==> src/rtl/alu_issue_ctrl.sv <==
// Purpose: issue/capture controller in front of alu32; one handshaked ALU transaction in flight.
// Latency: legal op rsp_valid rises SETTLE_CYCLES+2 edges after the accept edge; illegal op on the accept edge.
// Backpressure: req_ready only in IDLE; RESP holds all response outputs until rsp_ready.
//
// Ports:
//   clk, reset_n                          clock (rising) / async active-low reset
//   req_valid/req_ready                   request handshake; req_aluop, req_funct, req_a, req_b payload
//   alu_a, alu_b, alu_gin                 registered operands and 3-bit control code to the ALU
//   alu_sum, alu_zout, alu_n, alu_v       ALU result and flags
//   rsp_valid/rsp_ready                   response handshake; rsp_result, rsp_z/n/v, rsp_illegal payload
// Option macro: ALU_FLAG_RECOMPUTE_EN -- derive Z/N/V locally at capture and ignore the ALU flag inputs.

module alu_issue_ctrl #(
   parameter int unsigned SETTLE_CYCLES = 1   // legal range 1..15
) (
   input  logic        clk,
   input  logic        reset_n,
   input  logic        req_valid,
   output logic        req_ready,
   input  logic [1:0]  req_aluop,
   input  logic [5:0]  req_funct,
   input  logic [31:0] req_a,
   input  logic [31:0] req_b,
   output logic [31:0] alu_a,
   output logic [31:0] alu_b,
   output logic [2:0]  alu_gin,
   input  logic [31:0] alu_sum,
   input  logic        alu_zout,
   input  logic        alu_n,
   input  logic        alu_v,
   output logic        rsp_valid,
   input  logic        rsp_ready,
   output logic [31:0] rsp_result,
   output logic        rsp_z,
   output logic        rsp_n,
   output logic        rsp_v,
   output logic        rsp_illegal
);

   typedef enum logic [2:0] {S_IDLE, S_ISSUE, S_SETTLE, S_CAPTURE, S_RESP} state_t;

   localparam logic [3:0] CNT_LOAD = 4'(SETTLE_CYCLES - 1);

   localparam logic [2:0] GIN_AND = 3'b000;
   localparam logic [2:0] GIN_OR  = 3'b001;
   localparam logic [2:0] GIN_ADD = 3'b010;
   localparam logic [2:0] GIN_SUB = 3'b110;
   localparam logic [2:0] GIN_SLT = 3'b111;

   state_t      state_q, state_d;
   logic [3:0]  cnt_q, cnt_d;
   logic [31:0] alu_a_q, alu_a_d;
   logic [31:0] alu_b_q, alu_b_d;
   logic [2:0]  gin_q, gin_d;
   logic [31:0] result_q, result_d;
   logic        z_q, z_d, n_q, n_d, v_q, v_d, ill_q, ill_d;

   // Request decode: ALUOp/funct -> ALU control code
   logic [2:0] dec_gin;
   logic       dec_legal;

   always_comb begin
      dec_gin   = GIN_AND;
      dec_legal = 1'b1;
      case (req_aluop)
         2'b00: dec_gin = GIN_ADD;
         2'b01: dec_gin = GIN_SUB;
         2'b11: dec_gin = GIN_OR;
         default: begin
            case (req_funct)
               6'b100000: dec_gin = GIN_ADD;
               6'b100010: dec_gin = GIN_SUB;
               6'b100100: dec_gin = GIN_AND;
               6'b100101: dec_gin = GIN_OR;
               6'b101010: dec_gin = GIN_SLT;
               default:   dec_legal = 1'b0;
            endcase
         end
      endcase
   end

   // Flags sampled in CAPTURE
   logic cap_z, cap_n, cap_v;

`ifdef ALU_FLAG_RECOMPUTE_EN
   logic flags_unused;
   assign flags_unused = alu_zout ^ alu_n ^ alu_v;

   always_comb begin
      cap_z = (alu_sum == 32'd0);
      // slt produces 0/1, so its "sign" is the low bit
      cap_n = (gin_q == GIN_SLT) ? alu_sum[0] : alu_sum[31];
      cap_v = 1'b0;
      case (gin_q)
         GIN_ADD: cap_v = (alu_a_q[31] == alu_b_q[31]) && (alu_sum[31] != alu_a_q[31]);
         GIN_SUB: cap_v = (alu_a_q[31] != alu_b_q[31]) && (alu_sum[31] != alu_a_q[31]);
         default: cap_v = 1'b0;
      endcase
   end
`else
   assign cap_z = alu_zout;
   assign cap_n = alu_n;
   assign cap_v = alu_v;
`endif

   // Next-state / datapath
   always_comb begin
      state_d  = state_q;
      cnt_d    = cnt_q;
      alu_a_d  = alu_a_q;
      alu_b_d  = alu_b_q;
      gin_d    = gin_q;
      result_d = result_q;
      z_d      = z_q;
      n_d      = n_q;
      v_d      = v_q;
      ill_d    = ill_q;
      case (state_q)
         S_IDLE: begin
            if (req_valid) begin
               if (dec_legal) begin
                  alu_a_d = req_a;
                  alu_b_d = req_b;
                  gin_d   = dec_gin;
                  ill_d   = 1'b0;
                  state_d = S_ISSUE;
               end else begin
                  // ALU inputs are left untouched by an illegal request
                  result_d = 32'd0;
                  z_d      = 1'b0;
                  n_d      = 1'b0;
                  v_d      = 1'b0;
                  ill_d    = 1'b1;
                  state_d  = S_RESP;
               end
            end
         end
         S_ISSUE: begin
            cnt_d   = CNT_LOAD;
            state_d = S_SETTLE;
         end
         S_SETTLE: begin
            if (cnt_q == 4'd0) state_d = S_CAPTURE;
            else               cnt_d   = cnt_q - 4'd1;
         end
         S_CAPTURE: begin
            result_d = alu_sum;
            z_d      = cap_z;
            n_d      = cap_n;
            v_d      = cap_v;
            state_d  = S_RESP;
         end
         S_RESP: begin
            if (rsp_ready) state_d = S_IDLE;
         end
         default: state_d = S_IDLE;
      endcase
   end

   always_ff @(posedge clk or negedge reset_n) begin
      if (!reset_n) begin
         state_q  <= S_IDLE;
         cnt_q    <= 4'd0;
         alu_a_q  <= 32'd0;
         alu_b_q  <= 32'd0;
         gin_q    <= 3'b000;
         result_q <= 32'd0;
         z_q      <= 1'b0;
         n_q      <= 1'b0;
         v_q      <= 1'b0;
         ill_q    <= 1'b0;
      end else begin
         state_q  <= state_d;
         cnt_q    <= cnt_d;
         alu_a_q  <= alu_a_d;
         alu_b_q  <= alu_b_d;
         gin_q    <= gin_d;
         result_q <= result_d;
         z_q      <= z_d;
         n_q      <= n_d;
         v_q      <= v_d;
         ill_q    <= ill_d;
      end
   end

   // Handshake outputs decode straight from the state register, so reset clears rsp_valid at once
   assign req_ready   = (state_q == S_IDLE);
   assign rsp_valid   = (state_q == S_RESP);
   assign alu_a       = alu_a_q;
   assign alu_b       = alu_b_q;
   assign alu_gin     = gin_q;
   assign rsp_result  = result_q;
   assign rsp_z       = z_q;
   assign rsp_n       = n_q;
   assign rsp_v       = v_q;
   assign rsp_illegal = ill_q;

endmodule

==> config.mk <==
export PLATFORM = sky130hd
export DESIGN_NAME = alu_issue_ctrl
export DESIGN_NICKNAME = d
export VERILOG_FILES = /design/src/rtl/alu_issue_ctrl.sv
export SDC_FILE = /design/constraint.sdc
export NUM_CORES = 1
export LEC_CHECK = 0
export ABC_AREA = 1
export CAP_MARGIN = 15
export CELL_PAD_IN_SITES_DETAIL_PLACEMENT = 0
export CELL_PAD_IN_SITES_GLOBAL_PLACEMENT = 1
export CORE_MARGIN = 2
export CORE_UTILIZATION = 26
export CTS_BUF_LIST = sky130_fd_sc_hd__clkbuf_8 sky130_fd_sc_hd__clkbuf_16
export DETAILED_ROUTE_END_ITERATION = 16
export GPL_TIMING_DRIVEN = 0
export PLACE_DENSITY = 0.78
export SKIP_CTS_REPAIR_TIMING = 1
export SLEW_MARGIN = 20
export SYNTH_ARGS = -nofsm -noshare
export SYNTH_HDL_FRONTEND = slang
export SYNTH_SLANG_ARGS = --single-unit
==> constraint.sdc <==
create_clock -name clk -period 2.98 [get_ports clk]
set_clock_uncertainty 0.15 [all_clocks]
set_input_delay 0.298 -clock clk [delete_from_list [all_inputs] [get_ports clk]]
set_output_delay 0.298 -clock clk [all_outputs]
set_load 0.005 [all_outputs]
==> reports/results.tsv <==
stage	metric	value	unit
timing	rsz0062_at_grt	no	
setup_path	path_cells	inv_1, nor3_1, clkdlybuf4s50_1	
setup_path	crit_type	reg -> out	
timing	period_share	0.729	
synth	syn-cell-area	4400	um2
synth	synth_nets	620	
synth	yosysTopAreaCell	dfrtp_1	
timing	hold_violations	0	
routing	ant_nets	0	
worst_hold_path	hp-class	reg -> reg	
floorplan	start_util	0.265	
global_route	grt_pass1_vias	3907	
finish	register_area	2750	um2
setup_path	required	2530	ps
floorplan	ioPinCount	216	
run	drv_cap	0	
pwr	p_leak	0.00352	uW
routing	routedWlPerCell	13.4	um
setup_path	r2r_start	state_q[0]	
setup_path	r2r_setup_slack	1040	ps
setup_path	cp-start-kind	register	
synth	ys_ff_latch	110	
pwr	powerDensity	894	nW/um2
synth	yosysUniqueCellTypes	20	
place	gp_congestion	0.728	
clocking	htree_levels	3	
setup_path	cp-startpoint	state_q[2]	
floorplan	core_area	16600	um2
run_status	status	finished, final reports clean	
pwr	vdd_drop_max	0.324	mV
routing	drt_iter0_markers	149	
finish	fillers	1703	
finish	utilization	0.433	
setup_path	r2r-end	alu_a[21]	
clocking	cts_root_buf	clkbuf_16	
floorplan	die_w	134	um
routing	viasPerCell	4.10	
timing	period_minus_slack	2170	ps
finish	multiInputGateArea	1430	um2
worst_hold_path	hold_depth	2	
worst_hold_path	min_from	alu_b[16]	
synth	seq_area_frac_synth	0.626	
global_route	grt_max_degree	57	
clocking	clk_pin_slew	70	ps
worst_hold_path	whs_endpoint	alu_b[16]	
routing	firstDrtPassIters	4	
setup_path	worstSetupEndpointType	output pin	
place	portBuffers	215	
setup_path	arrival	1730	ps
timing	fin_setup_tns	0	ps
timing	finalSetupViolCount	0	
timing	max_freq	460	MHz
synth	yosysWarnings	0	
routing	drc	0	
global_route	antenna_found_initial	0	
setup_path	slowest_stage	clkdlybuf4s50_1	
setup_path	cp_max_fo	5	
routing	wl	12.8	mm
finish	fin_nets	848	
clocking	clock_latency	340	ps
place	dpl.hpwl	9.50	mm
clocking	cts_buffers	9	
synth	syn_inst	507	
finish	syn_to_final_growth	63.2	%
timing	tightestPinTransition	557	ps
floorplan	rows	47	
clocking	clock_sinks	110	
synth	synthTopCellsByArea	dfrtp_1 (63%), nand2_1 (27%), buf_6 (1.8%)	
clocking	cts_buffer_depth	2	
synth	netlist.area_leader.share	0.626	
finish	drive_gt1_frac	0.0514	
global_route	grt_overflow_total	0	
synth	syn_avg_cell_area	8.68	um2
clocking	cts_tree	done	
global_route	grt.total_usage	0.146	
timing	finalMaxSlewViolations	0	
finish	num_antenna_cells	0	
routing	vias	3935	
global_route	grt_pass1_wl	20.6	mm
floorplan	die_area	18000	um2
setup_path	max_stage_delay	590	ps
setup_path	r2r_cells	7	
floorplan	fp.dieH	134	um
timing	slew-limit-headroom	0.629	
## worst max-delay path, delay by kind of cell (launching register included)
kind	cells	cell delay, ps
buffers and inverters	2	650
DFF	1	500
and+or+nand+nor	1	230
## cell usage after synthesis
cell type / count
nor3_4: 2
clkbuf_1: 5
nor2_1: 7
dfrtp_1: 110
inv_1: 18
o211ai_1: 1
nor2_2: 1
nand2_2: 1
a21oi_2: 1
a21oi_1: 3
ha_1: 2
buf_2: 7
nand3_1: 11
nor3_1: 4
o21ai_0: 7
nand4_1: 2
buf_6: 7
inv_2: 2
buf_4: 1
nand2_1: 315
## metrics by stage
| step | setup WS (ps) | hold slack [ps] | total power, uW | instances | cell area (um2) |
|---|---|---|---|---|---|
| floorplan | 1340 | -148 | 3450 | 507 | 4400 |
| detailed placement | 506 | 156 | 5200 | 943 | 6860 |
| CTS | 768 | -223 | 6530 | 959 | 7170 |
| global route | 683 | 321 | 6930 | 960 | 7180 |
| global placement | -3090 | 302 | 5180 | 942 | 6830 |
| finish | 806 | 320 | 6420 | 960 | 7180 |
## area by class of cell
| class | count | area share |
|---|---|---|
| Tap cell | 220 | 0.0383 |
| Inverter | 20 | 0.0105 |
| Multi-Input combinational cell | 357 | 0.199 |
| Sequential cell | 110 | 0.383 |
| Clock inverter | 6 | 0.0108 |
| Timing Repair Buffer | 217 | 0.305 |
| Clock buffer | 10 | 0.0333 |
| Buffer | 20 | 0.0195 |
## cells in the final DEF (no fill, tap or decap)
cell type	count
nand2_1	315
clkdlybuf4s50_1	214
dfrtp_1	110
inv_1	20
nand3_1	11
clkbuf_16	9
buf_6	8
nor2_1	7
o21ai_0	7
buf_2	7
clkbuf_1	5
nor3_1	4
a21oi_1	3
nor3_4	2
inv_2	2
nand4_1	2
ha_1	2
bufinv_16	2
clkinv_2	2
nor2_2	1
o211ai_1	1
a21oi_2	1
buf_4	1
nand2_2	1
clkbuf_8	1
dlygate4sd3_1	1
buf_16	1
## layer usage
metal	track usage	vias to the layer above	wire length [um]
li1	-	1989	-
met1	0.188	1780	5740
met2	0.229	157	5630
met3	0.0556	9	1320
met4	0.0456	0	139
met5	0	-	0
## where the power goes
part / internal (uW) / leakage (uW) / total, uW / switching (uW)
clock network: 752 / 0.000165 / 1290 / 541
registers: 2130 / 0.00140 / 2460 / 339
logic: 1540 / 0.00196 / 2660 / 1120
total: 4420 / 0.00352 / 6420 / 2000
## kinds of logic after synthesis
| kind of cell | after synthesis | share of synthesized area |
|---|---|---|
| buffers and inverters | 40 | 0.0489 |
| DFF | 110 | 0.626 |
| adders and majority gates | 2 | 0.00569 |
| AOI/OAI and AO/OA | 12 | 0.0151 |
| and+or+nand+nor | 343 | 0.305 |
## sequential cells by signal (all words and copies together), names as in the netlist
signal,cells
rsp_illegal,1
alu_b,32
rsp_z,1
cnt_q,4
alu_a,32
rsp_v,1
state_q,3
rsp_result,32
alu_gin,3
rsp_n,1
## how the worst max path moves through the flow
stage,to,depth (start not counted)
2_1_floorplan,alu_gin[1],8
3_3_place_gp,alu_a[4],1
3_5_place_dp,alu_a[25],8
4_1_cts,rsp_valid,3
5_1_grt,alu_a[25],8
6_report,rsp_valid,3
Note: power is estimated with default switching activity, not from simulation.
